**src/rtl/mem_access_unit.sv**
```systemverilog
// Load/store sequencer between the EX stage and data_memory, one request in flight at a time.
// Define MAU_FORWARD_EN to add a one-entry last-store forwarding register for loads.
module mem_access_unit #(
    parameter int DATA_W         = 32,
    parameter int MEM_DEPTH_LOG2 = 10,
    parameter int READ_LATENCY   = 1
) (
    input  logic              clk,
    input  logic              rst_n,
    input  logic              req_valid,
    output logic              req_ready,
    input  logic              req_isLoad,
    input  logic              req_isStore,
    input  logic [DATA_W-1:0] req_addr,
    input  logic [DATA_W-1:0] req_wdata,
    input  logic [4:0]        req_rd,
    output logic [DATA_W-1:0] address,
    output logic [DATA_W-1:0] writeData,
    output logic              MemR,
    output logic              MemW,
    input  logic [DATA_W-1:0] readData,
    output logic              wb_valid,
    input  logic              wb_ready,
    output logic [4:0]        wb_rd,
    output logic [DATA_W-1:0] wb_data,
    output logic              err_range,
    output logic              busy
);
    localparam int CNT_W = (READ_LATENCY > 1) ? $clog2(READ_LATENCY) : 1;

    typedef enum logic [2:0] {S_IDLE, S_STORE, S_LOAD, S_RESP, S_DONE} state_t;

    state_t            state_q, state_d;
    logic [DATA_W-1:0] addr_q, addr_d;
    logic [DATA_W-1:0] wdata_q, wdata_d;
    logic [DATA_W-1:0] wb_data_q, wb_data_d;
    logic [4:0]        rd_q, rd_d;
    logic [CNT_W-1:0]  cnt_q, cnt_d;
    logic              err_q, err_d;
    logic              req_ready_q, busy_q, mem_r_q, mem_w_q, wb_valid_q;
    logic              out_of_range, accept, fwd_hit;

`ifdef MAU_FORWARD_EN
    logic              fwd_valid_q, fwd_valid_d;
    logic [DATA_W-1:0] fwd_addr_q, fwd_addr_d;
    logic [DATA_W-1:0] fwd_data_q, fwd_data_d;
    assign fwd_hit = fwd_valid_q && (fwd_addr_q == req_addr);
`else
    assign fwd_hit = 1'b0;
`endif

    assign out_of_range = |req_addr[DATA_W-1:MEM_DEPTH_LOG2];
    // req_ready_q is 0 on the first cycle after reset release, so gate accept with it
    assign accept       = req_valid && req_ready_q;

    always_comb begin
        state_d   = state_q;
        addr_d    = addr_q;
        wdata_d   = wdata_q;
        wb_data_d = wb_data_q;
        rd_d      = rd_q;
        cnt_d     = cnt_q;
        err_d     = 1'b0;
`ifdef MAU_FORWARD_EN
        fwd_valid_d = fwd_valid_q;
        fwd_addr_d  = fwd_addr_q;
        fwd_data_d  = fwd_data_q;
`endif
        case (state_q)
            S_IDLE: begin
                if (accept) begin
                    addr_d  = req_addr;
                    wdata_d = req_wdata;
                    rd_d    = req_rd;
                    if (req_isLoad && req_isStore) begin
                        err_d   = 1'b1;
                        state_d = S_DONE;
                    end else if (!req_isLoad && !req_isStore) begin
                        state_d = S_DONE;
                    end else if (out_of_range) begin
                        err_d = 1'b1;
                        if (req_isLoad) begin
                            wb_data_d = '0;
                            state_d   = S_RESP;
                        end else begin
                            state_d = S_DONE;
                        end
                    end else if (req_isStore) begin
                        state_d = S_STORE;
                    end else if (fwd_hit) begin
`ifdef MAU_FORWARD_EN
                        wb_data_d = fwd_data_q;
`endif
                        state_d = S_RESP;
                    end else begin
                        cnt_d   = CNT_W'(READ_LATENCY - 1);
                        state_d = S_LOAD;
                    end
                end
            end
            S_STORE: begin
`ifdef MAU_FORWARD_EN
                fwd_valid_d = 1'b1;
                fwd_addr_d  = addr_q;
                fwd_data_d  = wdata_q;
`endif
                state_d = S_IDLE;
            end
            S_LOAD: begin
                if (cnt_q == '0) begin
                    wb_data_d = readData;
                    state_d   = S_RESP;
                end else begin
                    cnt_d = cnt_q - 1'b1;
                end
            end
            S_RESP:  if (wb_ready) state_d = S_IDLE;
            S_DONE:  state_d = S_IDLE;
            default: state_d = S_IDLE;
        endcase
    end

    always_ff @(posedge clk) begin
        if (!rst_n) begin
            state_q     <= S_IDLE;
            addr_q      <= '0;
            wdata_q     <= '0;
            wb_data_q   <= '0;
            rd_q        <= '0;
            cnt_q       <= '0;
            err_q       <= 1'b0;
            req_ready_q <= 1'b0;
            busy_q      <= 1'b0;
            mem_r_q     <= 1'b0;
            mem_w_q     <= 1'b0;
            wb_valid_q  <= 1'b0;
`ifdef MAU_FORWARD_EN
            fwd_valid_q <= 1'b0;
            fwd_addr_q  <= '0;
            fwd_data_q  <= '0;
`endif
        end else begin
            state_q     <= state_d;
            addr_q      <= addr_d;
            wdata_q     <= wdata_d;
            wb_data_q   <= wb_data_d;
            rd_q        <= rd_d;
            cnt_q       <= cnt_d;
            err_q       <= err_d;
            req_ready_q <= (state_d == S_IDLE);
            busy_q      <= (state_d != S_IDLE);
            mem_r_q     <= (state_d == S_LOAD);
            mem_w_q     <= (state_d == S_STORE);
            wb_valid_q  <= (state_d == S_RESP);
`ifdef MAU_FORWARD_EN
            fwd_valid_q <= fwd_valid_d;
            fwd_addr_q  <= fwd_addr_d;
            fwd_data_q  <= fwd_data_d;
`endif
        end
    end

    assign req_ready = req_ready_q;
    assign address   = addr_q;
    assign writeData = wdata_q;
    assign MemR      = mem_r_q;
    assign MemW      = mem_w_q;
    assign wb_valid  = wb_valid_q;
    assign wb_rd     = rd_q;
    assign wb_data   = wb_data_q;
    assign err_range = err_q;
    assign busy      = busy_q;
endmodule

```
**config.mk**
```make
export PLATFORM = sky130hd
export DESIGN_NAME = mem_access_unit
export DESIGN_NICKNAME = d
export VERILOG_FILES = /design/src/rtl/mem_access_unit.sv
export SDC_FILE = /design/constraint.sdc
export NUM_CORES = 1
export LEC_CHECK = 0
export BUFFER_PORTS_ARGS = -buffer_cell sky130_fd_sc_hd__clkbuf_2
export CORE_MARGIN = 1
export CORE_UTILIZATION = 44
export CTS_CLUSTER_SIZE = 30
export DETAILED_ROUTE_END_ITERATION = 10
export PLACE_DENSITY = 0.81
export SETUP_SLACK_MARGIN = 0.15
export SKIP_LAST_GASP = 1
export SLEW_MARGIN = 20
export SYNTH_ARGS = -nofsm -noshare
export SYNTH_HDL_FRONTEND = slang
export SYNTH_SLANG_ARGS = --single-unit
```
**constraint.sdc**
```tcl
create_clock -name clk -period 1.9 [get_ports clk]
set_input_delay 0.38 -clock clk [delete_from_list [all_inputs] [get_ports clk]]
set_output_delay 0.38 -clock clk [all_outputs]
set_load 0.005 [all_outputs]
```
## Word-level counts from Yosys, hierarchy flattened

Cells that the tools add are included.
Widths: inputs -> output; s select.

- Flip-flop bits (word level): 111
- Input bits: 107
- Output and inout port bits: 107
- Word-level logic and storage cells: 66

- Add/sub/neg operators: 1
- Eq/ne operators: 13
- Multiplexer cells: 26
- Reduce and logical (&&, ||, !) cells: 14

Operators by type and width:

| operator | count |
|---|---|
| $mux 32 | 6 |
| $pmux 32 s2 | 1 |
| $reduce_or 22->1 | 1 |
| $mux 3 | 7 |
| $ne 2x2->1 const B | 8 |
| $eq 3x2->1 const B | 4 |
| $mux 1 | 9 |
| $pmux 3 s3 | 1 |
| $reduce_and 7->1 | 1 |
| $logic_not 3->1 | 2 |
| $reduce_and 6->1 | 1 |
| $eq 3x1->1 const B | 1 |
| $logic_and 1x1->1 | 3 |
| $reduce_and 3->1 | 1 |
| $reduce_bool 3->1 | 1 |
| $logic_not 1->1 | 2 |
| $mux 2 | 1 |
| $pmux 1 s2 | 1 |
| $reduce_and 2->1 | 1 |
| $reduce_bool 2->1 | 1 |
| $sub 1x1->1 const B | 1 |

## Logic depth before layout (Yosys ltp)

Gate-level depths: netlist of run 1.

- Depth in word-level cells: 7
- Mapped depth: 6
- Gate-level depth less buffers: 4

## Worst setup path before layout of run 1

Ideal clock, no wire load.

- Path kind: input port to flip-flop
- Start point: input port req_addr[31]
- End point: register wb_data_q[0], in the netlist wb_data[0]
- Setup time: 0.060 ns
- Arrival: 1.454 ns
- Required time: 1.840 ns
- Slack: 0.387 ns
- Stages: 5
- Buffers on the path: 1
- Path through: nor4_1 -> nand4_1 -> o2bb2ai_2 -> buf_4 -> a22o_1

- Longest elaborated chain between the ends: 3

Ends and longest elaborated chain:

| element | RTL line | text |
|---|---|---|
| from (decl) | 14 | `input logic [DATA_W-1:0] req_addr,` |
| $reduce_or 22->1 | 52 | `assign out_of_range = \|req_addr[DATA_W-1:MEM_DEPTH_LOG2];` |
| $ne 2x2->1 (no line) | - |  |
| $reduce_and 7->1 (no line) | - |  |
| to (signal assigned) | 146 | `wb_data_q <= wb_data_d;` |
| to (decl) | 36 | `logic [DATA_W-1:0] wb_data_q, wb_data_d;` |

No other way between the ends.
A chain may end at the register's enable or synchronous reset.

## Worst setup path after layout of run 1

- Start point: register state_q[2]
- End point: register mem_r_q, in the netlist MemR

- Longest elaborated chain between the ends: 3
- Elaborated cells between the ends (all ways): 8
- Those cells by class: eq/ne (3); mux (4); reduce/logical (1)

Ends and longest elaborated chain:

| element | RTL line | text |
|---|---|---|
| from (decl) | 33 | `state_t state_q, state_d;` |
| from (signal assigned) | 143 | `state_q <= state_d;` |
| $eq 3x2->1 (tied with other cells) | 69 | `case (state_q)` |
| $pmux 3 s3 * | 69 |  |
| $eq 3x2->1 * | 152 | `mem_r_q <= (state_d == S_LOAD);` |
| to (signal assigned) | 152 |  |
| to (decl) | 40 | `logic req_ready_q, busy_q, mem_r_q, mem_w_q, wb_valid_q;` |

Mark *: on every way between the ends. The rest lies on a longest branch, timed or not.

==> results of run 1 <==
## logic make-up after synthesis
family,after synthesis,synth area share (%)
compound gates,114,22.97
buf+inv,31,3.546
flops,110,56.23
simple gates,163,17.25
## cell usage in the layout, fill, tap and decap left out
cell / n
a21bo_1: 1
a21boi_0: 66
a21boi_1: 4
a21boi_2: 1
a21oi_1: 2
a22o_1: 32
a31oi_1: 1
and3_1: 1
and3_2: 1
and3b_1: 1
and4b_1: 1
buf_12: 3
buf_4: 9
clkbuf_2: 213
clkbuf_8: 9
clkinv_8: 1
dfxtp_1: 110
inv_1: 1
inv_6: 4
inv_8: 2
nand2_1: 142
nand2b_1: 1
nand3b_1: 1
nand4_1: 1
nand4b_1: 2
nor2_1: 2
nor3_1: 1
nor3_4: 1
nor4_1: 5
o2111a_1: 1
o21ai_0: 3
o21bai_1: 1
o2bb2ai_2: 1
o31ai_1: 1
or2_1: 1
or3_4: 1
or4_1: 1
## final timing paths
check / start / to / slack, ns / depth (start not counted)
worst max-delay path: state_q[2] / MemR / 0.27 / 4
worst min-delay path: readData[29] / wb_data[29] / 0.21 / 2
worst max register to register: state_q[2] / MemR / 0.27 / 4
worst min register to register: writeData[23] / writeData[23] / 0.47 / 2
## power by group
group / total, mW / switching [mW] / internal [mW]
combinational: 0.519 / 0.264 / 0.255
clock: 1.40 / 0.873 / 0.527
sequential: 2.45 / 0.0501 / 2.40
total: 4.37 / 1.19 / 3.19
## sequential cells by signal (all words and copies together) (netlist names)
register,count
address,32
wb_data,32
writeData,32
wb_rd,5
state_q,3
MemR,1
MemW,1
busy,1
err_range,1
req_ready,1
wb_valid,1
## metal layers
metal  global-route usage [%]  up-vias  wire (µm)
met5                        0        -          0
met4                    8.211        0        170
met3                    5.687       16        798
met2                    37.17      147       4811
met1                    23.82     1654       4178
li1                         -     1833          -
## metrics by stage
stage / power (mW) / worst slack [ns] / instance area, µm²
global placement: 3.009 / 0.08731 / 5117
finish: 4.373 / 0.2693 / 5320
floorplan: 2.737 / 0.3868 / 3916
detailed placement: 3.029 / 0.02548 / 5117
CTS: 4.431 / 0.1782 / 5315
global route: 4.599 / 0.1983 / 5320
## area by class of cell
cell class,count,area (µm²)
clock buffer,9,123.9
clock inverter,7,73.82
fill,793,3358
inverter,1,3.754
multi-input combinational,277,1588
sequential,110,2202
tap,108,135.1
timing repair buffer,225,1194
==> flow_summary.yaml, run 1 <==
global_routing:
  antenna_found_initial: 0
  grt_max_degree: 51
  grt_overflow_total: 0
  grt_pass1_wl_mm: 15.01
  grt_pass1_vias: 3337
  grt_use_total_pct: 20.97
finish:
  synthToLayoutAreaGrowth_pct: 35.85
  num_antenna_cells: 0
  drive_gt1_share_pct: 39.11
  fin_util_pct: 61.30
  layout.cells.non_filler: 737
  final_nets: 731
worst_setup_path:
  arrival_ns: 1.96
  slowest_stage: "or4_1"
  cp_max_fo: 3
  crit_family: "simple AND/OR/NAND/NOR gates"
  critPathKind: "flop to flop"
  critPathMaxStageDelay_ns: 0.53
  critPathBufInv: 0
  worstPathRequired_ns: 2.22
  end_kind: "flop"
  worst_setup_path_start_kind: "flop"
  path_cells: "or2_1 > or4_1 > a21bo_1 > and3b_1"
logic_synthesis:
  ys.warnings.count: 0
  synth_area_leaders: "dfxtp_1, nand2_1, a21boi_0"
  yosysTopAreaCell: "dfxtp_1"
  seq_area_frac_synth_pct: 56.23
  synth.distinct_cells: 32
  synth_top_area_share_pct: 56.23
  ys_top_cells_by_count: "nand2_1, dfxtp_1, a21boi_0"
  synth_edf_count: 0
  synthArstFlopShare_pct: 0
  postSynthCellCount: 418
  syn_nets: 525
  ys_ff_latch: 110
  syn_area_per_cell_um2: 9.369
  ys.flop_type: "dfxtp_1"
  netlist_area_um2: 3916
  synth.most_common_cell: "nand2_1"
detailed_routing:
  totalWireLength_mm: 9.959
  drt_iter0_markers: 95
  postRouteAntennaNets: 0
  drtPass1Iterations: 6
  vias: 3650
  avgViaCountPerCell: 4.953
  route.detailed.drc: 0
  wl_per_cell_um: 13.51
worst_hold_path:
  hold_path_class: "primary input to flop"
power:
  power.density_nw_per_um2: 821.9
  ir_drop_mv: 0.4361
  leakage_nw: 2.451
clocking:
  clk_path_buf_depth: 2
  cts_inserted_buffers: 9
  h-tree-depth: 3
  holdBufCountCts: 0
  ctsResizeCount: 0
  root_buffer: "clkbuf_8"
  cts_tree: "done"
  post_cts_buffers: 0
  cts_sinks: 110
  cts.clk_slew.worst_paths_ns: 0.12
  clock_insertion_delay_worst_skew_ns: 0.37
timing:
  worstMarginPinSlew_ns: 0.5508
  hold_violations: 0
  setup_tns_ns: 0
  fin_crit_sh_pct: 85.83
  rsz0062_at_grt: "no"
  fin_hold_ws_ns: 0.2051
  fin_crit_ns: 1.631
  relSlewSlack_pct: 63.28
  slew_viol_final: 0
  final-setup-viol-count: 0
  fin_worst_skew_ns: 0.01489
  fmax_mhz: 613.2
placement:
  dp_hpwl_mm: 7.357
  port_buffers: 213
  place_congestion: 0.8015
  place_inst: 721
floorplanning:
  fp.dieW_um: 96.34
  rows: 34
  num_io_pins: 214
  core_um2: 8678
  dieArea_um2: 9281
  die_y_um: 96.34
  start_util_pct: 45.13
outcome:
  status: "finished clean"
run:
  cap_violations: 0
Note: power is estimated with default switching activity, not from simulation.
==> run 2, diff against run 1 <==
==> constraint.sdc (replaced) <==
create_clock -name clk -period 1.9 [get_ports clk]
set_input_delay 0.19 -clock clk [delete_from_list [all_inputs] [get_ports clk]]
set_output_delay 0.19 -clock clk [all_outputs]
set_load 0.005 [all_outputs]
==> run 2 against run 1 <==
Register-to-register slack about the same. Non-clock buffer count is 1 lower. Global-route usage up 0.35 points. Via count is essentially flat. Largest power group unchanged. Clock-buffer cell count unchanged. Sequential power about the same. Highest routed layer unchanged. Worst setup slack gained 0.0098 ns. Sequential share of layout area decreased by 0.17 points. Wire length increased by 1.0%. Clock skew shrank 0.0037 ns. Total power rose by 3.9%.
==> flow_summary.yaml, run 2 (synthesis gave the netlist of run 1 again) <==
detailed_routing:
  postRouteAntennaNets: 0
  drt_iter0_markers: 104
  drtPass1Iterations: 5
  avgViaCountPerCell: 4.961
  wl_per_cell_um: 13.67
  totalWireLength_mm: 10.06
  route.detailed.drc: 0
  vias: 3651
worst_hold_path:
  hold_path_class: "primary input to flop"
  min_from: "readData[21]"
  hold_depth: 2
  hold_end: "wb_data[21]"
clocking:
  cts.clk_slew.worst_paths_ns: 0.11
  clock_insertion_delay_worst_skew_ns: 0.37
  cts_tree: "done"
  root_buffer: "clkbuf_8"
  h-tree-depth: 3
  holdBufCountCts: 0
  ctsResizeCount: 0
  post_cts_buffers: 0
  cts_sinks: 110
  clk_path_buf_depth: 2
  cts_inserted_buffers: 9
worst_setup_path:
  cp_num_cells: 4
  ff2ff_setup_slack_ns: 0.28
  worstPathRequired_ns: 2.21
  cp_max_fo: 3
  critPathKind: "flop to flop"
  end_kind: "flop"
  reg2reg_depth: 4
  path_cells: "or2_1 > or4_1 > a21bo_1 > and3b_1"
  critPathMaxStageDelay_ns: 0.53
  crit_family: "simple AND/OR/NAND/NOR gates"
  critPathBufInv: 0
  worst_setup_path_start_kind: "flop"
  r2r-end: "MemR"
  slowest_stage: "or4_1"
  reg2reg_from: "state_q[0]"
  arrival_ns: 1.93
global_routing:
  grt_max_degree: 71
  grt_pass1_wl_mm: 15.18
  grt_use_total_pct: 21.31
  antenna_found_initial: 0
  grt_overflow_total: 0
  grt_pass1_vias: 3370
timing:
  fin_worst_skew_ns: 0.01116
  relSlewSlack_pct: 66.07
  setup_tns_ns: 0
  rsz0062_at_grt: "no"
  slew_viol_final: 0
  fmax_mhz: 616.9
  worstMarginPinSlew_ns: 0.5042
  hold_violations: 0
  fin_crit_sh_pct: 85.31
  final-setup-viol-count: 0
  fin_crit_ns: 1.621
placement:
  port_buffers: 213
  dp_hpwl_mm: 7.480
  place_congestion: 0.7548
  dpl_cell_area_um2: 5110
run:
  cap_violations: 0
finish:
  drive_gt1_share_pct: 38.85
  final_common_cell: "clkbuf_2"
  num-fill-cells: 790
  fin_area_um2: 5343
  layout_common_cells: "clkbuf_2, nand2_1, dfxtp_1, a21boi_0, a22o_1"
  final_nets: 730
  synthToLayoutAreaGrowth_pct: 36.42
  num_antenna_cells: 0
power:
  intPower_mw: 3.416
  clockPowerShare_pct: 34.6
  ir_drop_mv: 0.5771
  power_frac_seq_pct: 54.0
  sw_frac_of_total_pct: 24.80
  power.density_nw_per_um2: 850.3
  leakage_nw: 2.458
  combPwrFrac_pct: 11.4
  power.switching_mw: 1.126
floorplanning:
  start_util_pct: 45.13
  rows: 34
  fp.dieW_um: 96.34
  die_y_um: 96.34
  num_io_pins: 214
  core_um2: 8678
  dieArea_um2: 9281
outcome:
  status: "finished clean"
-- run 2: cell count changes in the layout (fill, tap and decap cells not counted) --
| cell | previous run | this run |
|---|---|---|
| buf_4 | 9 | 8 |
| and3_2 | 1 | 0 |
| clkinvlp_4 | 0 | 1 |
| inv_6 | 4 | 1 |
| inv_8 | 2 | 1 |
| bufinv_16 | 0 | 2 |
| clkinv_8 | 1 | 0 |
| and3_1 | 1 | 2 |
| clkinv_4 | 0 | 2 |
-- run 2: power groups by stage --
stage / registers (mW) / clock network, mW / logic (mW)
5_1_grt: 2.47 / 1.71 / 0.582
4_1_cts: 2.46 / 1.62 / 0.523
3_5_place_dp: 2.51 / 0 / 0.522
6_report: 2.45 / 1.57 / 0.517
3_3_place_gp: 2.50 / 0 / 0.504
2_1_floorplan: 2.51 / 0 / 0.225
-- run 2: layout make-up --
class                      count  area [µm²]  area share, %
inverter                       1       3.754        0.07026
tap                          108       135.1          2.529
clock inverter                 7       105.1          1.967
multi-input combinational    277        1587          29.70
timing repair buffer         224        1186          22.20
clock buffer                   9       123.9          2.319
sequential                   110        2202          41.22
-- run 2: how the worst max path moves through the flow --
stage                 startpoint           end  slack [ns]
finish                state_q[0]          MemR        0.28
CTS                   state_q[2]  writeData[1]        0.19
global placement    req_addr[26]   wb_data[30]        0.19
floorplan             state_q[2]          MemR        0.41
global route          state_q[0]          MemR        0.18
detailed placement  req_addr[26]   wb_data[30]        0.15
-- run 2: per-stage QoR --
step / cells / utilization [%] / hold WS [ns] / setup slack [ns] / power (mW)
floorplan: 418 / - / 0.2994 / 0.4137 / 2.737
global placement: 720 / 58.88 / 0.4003 / 0.1883 / 3.007
detailed placement: 720 / 58.88 / 0.4040 / 0.1461 / 3.029
CTS: 736 / 61.52 / 0.006103 / 0.1920 / 4.595
global route: 736 / 61.56 / -0.0003228 / 0.1802 / 4.756
finish: 736 / 61.56 / 0.02171 / 0.2791 / 4.543
-- run 2: worst reg2reg max path, cell delays in order (launching register included) --
cell and delay (ns):
dfxtp_1 0.35, or2_1 0.27, or4_1 0.53, a21bo_1 0.24
and3b_1 0.20
-- run 2: metal layers --
layer,GRT usage [%],routed length [µm],up-vias
met5,0,0,-
met4,9.069,209,0
met3,6.714,882,21
met2,37.00,4922,146
met1,23.99,4045,1656
li1,-,-,1828
==> run 3, diff against run 2 <==
--- a/config.mk
+++ b/config.mk
@@ -10,7 +10,9 @@
 export CORE_UTILIZATION = 44
 export CTS_CLUSTER_SIZE = 30
 export DETAILED_ROUTE_END_ITERATION = 10
+export HOLD_SLACK_MARGIN = 0.06
 export PLACE_DENSITY = 0.81
+export REMOVE_ABC_BUFFERS = 1
 export SETUP_SLACK_MARGIN = 0.15
 export SKIP_LAST_GASP = 1
 export SLEW_MARGIN = 20
==> run 3 against run 2 <==
Die area unchanged. Register-to-register slack about the same. Wire length rose by 18%. Global-route usage up 4.1 points. Critical endpoint unchanged. Largest cell class unchanged.
==> flow_summary.yaml, run 3 (synthesis gave the netlist of run 1 again) <==
worst_setup_path:
  end_kind: "flop"
  arrival_ns: 1.91
  crit_family: "simple AND/OR/NAND/NOR gates"
  worst_setup_path_start_kind: "flop"
  worstPathRequired_ns: 2.20
  critPathMaxStageDelay_ns: 0.52
  path_cells: "or2_1 > or4_1 > a21bo_1 > and3b_1"
  critPathKind: "flop to flop"
  critPathBufInv: 0
  slowest_stage: "or4_1"
  cp_max_fo: 3
detailed_routing:
  wl_per_cell_um: 14.80
  vias: 4017
  drtPass1Iterations: 4
  drt_iter0_markers: 75
  postRouteAntennaNets: 0
  totalWireLength_mm: 11.85
  route.detailed.drc: 0
  avgViaCountPerCell: 5.015
timing:
  worst_slack_ns: 0.2920
  fmax_mhz: 621.9
  rsz0062_at_grt: "no"
  hold_violations: 0
  fin_worst_skew_ns: 0.01670
  slew_viol_final: 0
  relSlewSlack_pct: 70.99
  fin_crit_sh_pct: 84.63
  final-setup-viol-count: 0
  worstMarginPinSlew_ns: 0.4351
  fin_crit_ns: 1.608
placement:
  place_congestion: 0.7541
  dp_hpwl_mm: 7.394
  place_inst: 718
  dpl_cell_area_um2: 5095
  port_buffers: 213
  pre_cts_slack_ns: 0.2312
power:
  ir_drop_mv: 0.4826
  power.density_nw_per_um2: 735.7
  leakage_nw: 2.696
  p_total_mw: 4.373
global_routing:
  grt_pass1_vias: 3852
  gr-usage-met1_pct: 25.88
  grt_overflow_total: 0
  grt_max_degree: 56
  grt_pass1_wl_mm: 17.97
  antenna_found_initial: 0
  met2_usage_pct: 45.57
  use_met3_pct: 7.030
  grt_busiest_layer: "met2"
  grt_use_total_pct: 25.39
clocking:
  clk_path_buf_depth: 2
  cts.clk_slew.worst_paths_ns: 0.10
  h-tree-depth: 3
  cts_inserted_buffers: 9
  cts_tree: "done"
  root_buffer: "clkbuf_8"
  cts_sinks: 110
  clock_insertion_delay_worst_skew_ns: 0.36
finish:
  drive_gt1_share_pct: 34.78
  final_nets: 795
  final_common_cell: "clkbuf_2"
  synthToLayoutAreaGrowth_pct: 51.79
  fin_util_pct: 68.50
  layout_common_cells: "clkbuf_2, nand2_1, dfxtp_1, dlygate4sd3_1, a21boi_0"
  fin_area_um2: 5944
  num-fill-cells: 658
  layout.cells.non_filler: 801
  num_antenna_cells: 0
floorplanning:
  dieArea_um2: 9281
  fp.dieW_um: 96.34
  start_util_pct: 45.13
  rows: 34
  num_io_pins: 214
  die_y_um: 96.34
  core_um2: 8678
outcome:
  status: "finished clean"
worst_hold_path:
  hold_path_class: "primary input to flop"
run:
  cap_violations: 0
## run 3: per-layer routing
layer / vias up / part of all wire, %
li1: 1960 / -
met4: 0 / 4.9
met3: 49 / 6.7
met1: 1840 / 38
met2: 168 / 50
met5: - / 0
## run 3: final timing paths
| path | slack (ns) | endpoint | depth (start not counted) | start |
|---|---|---|---|---|
| worst max-delay path | 0.29 | MemR | 4 | state_q[2] |
| worst min-delay path | 0.07 | address[1] | 3 | req_addr[1] |
| worst max register to register | 0.29 | MemR | 4 | state_q[2] |
| worst min register to register | 0.47 | writeData[8] | 2 | writeData[8] |
## run 3: cell type report
class	instances	area (µm²)	area share [%]
inverters	1	3.754	0.06314
clock buffers	10	127.6	2.147
well taps	108	135.1	2.273
flip-flops and latches	110	2202	37.04
multi-input cells	277	1587	26.69
repair buffers	289	1842	30.98
clock inverters	6	47.55	0.7998
## run 3: where the power goes
group	switching [mW]	internal (mW)
sequential	0.0541	2.40
combinational	0.296	0.339
clock	0.793	0.487
total	1.14	3.23
## run 3: through the flow
stage	TNS, ns	hold WS, ns
2_1_floorplan	-71.76	0.2989
3_3_place_gp	0	0.4010
3_5_place_dp	0	0.4062
4_1_cts	0	0.06019
5_1_grt	0	0.06017
6_report	0	0.06629
## run 3: repair_timing
item	4_1_cts	5_1_grt
endpoints found under the hold margin	67	0
buffers inserted	0	0
setup endpoints to repair	0	1
gates resized for setup	0	1
hold buffers	67	0
## run 3: worst min-delay path: cells and delay by family
family	cells	cell delay [ns]
buf+inv	1	0.08
compound gates	1	0.07
simple gates	1	0.04
